File: src/rtl/seq_detect_param.sv
// rtl/seq_detect_param.sv - parametrised serial pattern detector with registered outputs
module seq_detect_param #(
    parameter int              PAT_W   = 4,
    parameter logic [PAT_W-1:0] PAT_RST = 4'b1101,
    parameter int              CNT_W   = 8,
    localparam int             PG_W    = $clog2(PAT_W)
) (
    input  logic             clk,
    input  logic             reset,
    input  logic             din_valid,
    input  logic             din,
    input  logic             overlap,
    input  logic             pat_load,
    input  logic [PAT_W-1:0] pat_in,
    input  logic             cnt_clr,
    output logic             match,
    output logic [PG_W-1:0]  progress,
    output logic [CNT_W-1:0] match_cnt,
    output logic [PAT_W-1:0] pattern
);

    localparam int FILL_W = $clog2(PAT_W + 1);

    logic [PAT_W-1:0]  hist;
    logic [FILL_W-1:0] fill;

    logic [PAT_W-1:0]  hist_n;
    logic [FILL_W-1:0] fill_n;
    logic              hit;
    logic              accept;
    logic [PG_W-1:0]   prog_n;

    assign accept = din_valid && !pat_load;

    // Progress is the longest proper prefix of the pattern that ends the new history.
    always_comb begin
        hist_n = {hist[PAT_W-2:0], din};
        fill_n = (fill == FILL_W'(PAT_W)) ? fill : fill + 1'b1;
        hit    = (fill_n == FILL_W'(PAT_W)) && (hist_n == pattern);
        prog_n = '0;
        for (int k = 1; k < PAT_W; k++) begin
            if ((FILL_W'(k) <= fill_n) &&
                ((hist_n & ({PAT_W{1'b1}} >> (PAT_W - k))) == (pattern >> (PAT_W - k)))) begin
                prog_n = PG_W'(k);
            end
        end
    end

    always_ff @(posedge clk or posedge reset) begin
        if (reset) begin
            hist     <= '0;
            fill     <= '0;
            match    <= 1'b0;
            progress <= '0;
            pattern  <= PAT_RST;
        end else if (pat_load) begin
            pattern  <= pat_in;
            hist     <= '0;
            fill     <= '0;
            match    <= 1'b0;
            progress <= '0;
        end else if (din_valid) begin
            match <= hit;
            if (hit && !overlap) begin
                hist     <= '0;
                fill     <= '0;
                progress <= '0;
            end else begin
                hist     <= hist_n;
                fill     <= fill_n;
                progress <= prog_n;
            end
        end else begin
            match <= 1'b0;
        end
    end

    // Clear wins over a coincident hit; the count sticks at all-ones.
    always_ff @(posedge clk or posedge reset) begin
        if (reset) begin
            match_cnt <= '0;
        end else if (cnt_clr) begin
            match_cnt <= '0;
        end else if (accept && hit && (match_cnt != {CNT_W{1'b1}})) begin
            match_cnt <= match_cnt + 1'b1;
        end
    end

endmodule

File: config.mk
export PLATFORM = sky130hd
export DESIGN_NAME = seq_detect_param
export DESIGN_NICKNAME = d
export VERILOG_FILES = /design/src/rtl/seq_detect_param.sv
export SDC_FILE = /design/constraint.sdc
export NUM_CORES = 1
export LEC_CHECK = 0
export CORE_UTILIZATION = 50
export DETAILED_ROUTE_END_ITERATION = 8
export PLACE_DENSITY = 0.86
export SETUP_SLACK_MARGIN = 0.02
export SYNTH_ARGS = -nofsm -noshare
export SYNTH_HDL_FRONTEND = slang
export SYNTH_SLANG_ARGS = --single-unit
export TNS_END_PERCENT = 100
File: constraint.sdc
create_clock -name clk -period 2.9 [get_ports clk]
set_input_delay 0.435 -clock clk [delete_from_list [all_inputs] [get_ports clk]]
set_output_delay 0.435 -clock clk [all_outputs]
set_load 0.01 [all_outputs]
==> impl_metrics.tcl <==
set metrics [dict create \
    final_max_slew_viol_count 0 \
    switching_share_pct 28.8 \
    p_sw_w 0.000174 \
    power-per-cell-area_nw_per_um2 389 \
    dp_worst_setup_slack_ns 0.229 \
    min_to "progress[1]" \
    buffer_ports.inserted 25 \
    ir_worst_vdd_uv 333 \
    cts-root-to-sink-buffers 2 \
    die_w_um 52.2 \
    final_antenna_violating_net_count 0 \
    critical_path.endpoint_type "flip-flop" \
    timing.hold.worst.start "progress[1]" \
    static-leakage-power_nw 0.632 \
    synth-edff-count 0 \
    per_cell_via_count_in_the_routed_design 5.82 \
    via_count_of_the_first_global_routing_pass 1054 \
    crit_start_category "flip-flop" \
    floorplan_die_height_um 52.2 \
    slew_headroom_pct 48.1 \
    layout_setup_ws_ns 0.190 \
    tritoncts "done" \
    yosysUniqueCellTypes 42 \
    routed-via-count 1042 \
    floorplan.rows 17 \
    cts.sink_count 21 \
    nets 167 \
    timing.hold.worst_path_depth 1 \
    comb_power_share_pct 21.6 \
    reg2regPathDepth 7 \
    drt_iter0_markers 26 \
    post-synth-top-area-cell "dfrtp_1" \
    syn_inst 128 \
    placeableCoreArea_um2 2300 \
    setup_tns_final_ns 0 \
    cts_hold_repair.buffers 0 \
    clockRootBuffer "clkbuf_4" \
    gp_congestion 0.893 \
    diodes 0 \
    timing.critical_path.from "fill[0]" \
    cts_setup_buffers 0 \
    yosysWarnings 0 \
    layout-drive-gt1-share_pct 13.2 \
    die_area_um2 2730 \
    cts-htree-levels 1 \
    path_clk_slew_ns 0.12 \
    finalCritPeriodShare_pct 93.5 \
    rr_endpoint "match_cnt[5]" \
    grt_use_total_pct 22.3 \
    cts_buffers 3 \
    outcome "finished, final reports clean" \
    clock_insertion_delay_worst_skew_ns 0.31 \
    hold_viol_final 0 \
    crit_fanout 12 \
    grt_max_degree 22 \
    reg2reg_slack_ns 0.19 \
    cts.repair.resized 0 \
    number_of_nets_in_the_synthesized_netlist 143 \
    synth_top_cell_area_share_pct 35.7 \
    share_clk_of_total_power_pct 24.2 \
    leading_cell_type_in_the_layout_fill_and_taps_excluded "clkdlybuf4s50_1" \
    intPower_w 0.000430 \
    grt-ovfl-total 0 \
    worst_r2r_startpoint "fill[0]" \
    worst_hold_path_type "reg -> reg" \
    yosys-top-cells-area "dfrtp_1, dfstp_2, xnor2_1, a21oi_1, ha_1" \
    required_time_at_the_worst_slack_endpoint_ns 3.13 \
    antenna_found_initial 0 \
    drc 0 \
    worst_pin_slew_ns 0.777 \
    synth-seq-cells 21 \
    grt_first_pass_wirelength_mm 4.50 \
    first_pass_iters 4 \
    setup.worst_path.class "reg -> reg" \
    layout_common_cells "clkdlybuf4s50_1, dfrtp_1, a21oi_1" \
    max_freq_mhz 369 \
    synth_ff_type "dfrtp_1" \
    final.min_clock_period_ns 2.71 \
    synth_seq_area_share_pct 42.0 \
    async_set_reset_flop_share_out_of_synthesis_pct 100 \
    cap_violations 0 \
    syn_avg_cell_area_um2 9.85 \
    wire_per_inst_um 15.2 \
    mappedNetlistArea_um2 1260 \
    seq_power_share_pct 54.2 \
    worst_ep_arrival_time_ns 2.94 \
    clock-skew-final_ns 0.00324 \
    ios 26 \
    finalSetupViolCount 0 \
    area.growth.synth_to_final_pct 22.9 \
    detail_route.wirelength_mm 2.73 \
    rsz0062_at_grt "false" \
    place.detailed.hpwl_mm 2.03 \
    initial_core_utilization_pct 54.9 \
]
power groups by stage:
stage | registers (W) | clock network [W] | logic, W
floorplan | 0.000327 | 0 | 0.0000870
global placement | 0.000331 | 0 | 0.000126
detailed placement | 0.000333 | 0 | 0.000130
CTS | 0.000327 | 0.000148 | 0.000131
global route | 0.000330 | 0.000163 | 0.000142
finish | 0.000327 | 0.000146 | 0.000130
routing by layer:
metal	part of all wire, %	track usage [%]
met5	0	0
met3	3.6	1.74
met2	49	40.0
met4	0.99	6.58
met1	46	28.5
logic make-up after synthesis:
group	after synthesis	synth area share [%]
AOI/OAI and AO/OA	27	16.1
xor gates and xnor gates	11	7.64
adders and majority gates	4	3.97
buffers and inverters	14	4.76
DFF	21	42.0
muxes	6	5.16
and+or+nand+nor	45	20.4
through the flow:
step	area, µm²	hold slack, ns	power, W	std cells	util, %
2_1_floorplan	1260	0.409	0.000414	128	-
5_1_grt	1550	0.551	0.000634	179	67.5
3_3_place_gp	1520	0.479	0.000457	175	66.3
4_1_cts	1550	0.535	0.000606	179	67.5
6_report	1550	0.533	0.000604	179	67.5
3_5_place_dp	1520	0.507	0.000463	175	66.3
cell type report:
class	instances	area, µm²
Clock buffer	4	26.3
Fill cell	188	747
Inverter	6	22.5
Multi-Input combinational cell	93	672
Sequential cell	21	529
Tap cell	28	35.0
Timing Repair Buffer	27	265
worst max-delay path by stage:
| stage | to | slack (ns) | depth (start not counted) |
|---|---|---|---|
| 2_1_floorplan | match_cnt[4] | 0.63 | 8 |
| 3_3_place_gp | match_cnt[5] | 0.40 | 7 |
| 3_5_place_dp | match_cnt[5] | 0.23 | 7 |
| 4_1_cts | match_cnt[5] | 0.19 | 7 |
| 5_1_grt | match_cnt[5] | 0.05 | 7 |
| 6_report | match_cnt[5] | 0.19 | 7 |
critical path, cell delays in order, from the launching register on:
cell	delay (ns)
dfrtp_1	0.47
inv_1	0.15
ha_1	0.26
or3b_1	0.37
a311oi_2	0.35
nand4_2	0.33
or3_2	0.54
a21oi_1	0.17
synthesized netlist by cell type (all sizes together) (2+ instances only):
cell    count
a21oi      10
a311oi      2
buf         2
clkbuf      6
dfrtp      18
dfstp       3
ha          4
inv         6
mux2        4
mux2i       2
nand2       7
nand2b      3
nand3       7
nand3b      2
nand4       3
nor2        9
nor2b       2
o211ai      2
o21ai       4
or3         5
xnor2       6
xor2        5
registers in the layout (all words and copies together) (netlist names):
name	flops
hist	3
match	1
match_cnt	8
progress	2
fill	3
pattern	4
Note: power is estimated with default switching activity, not from simulation.
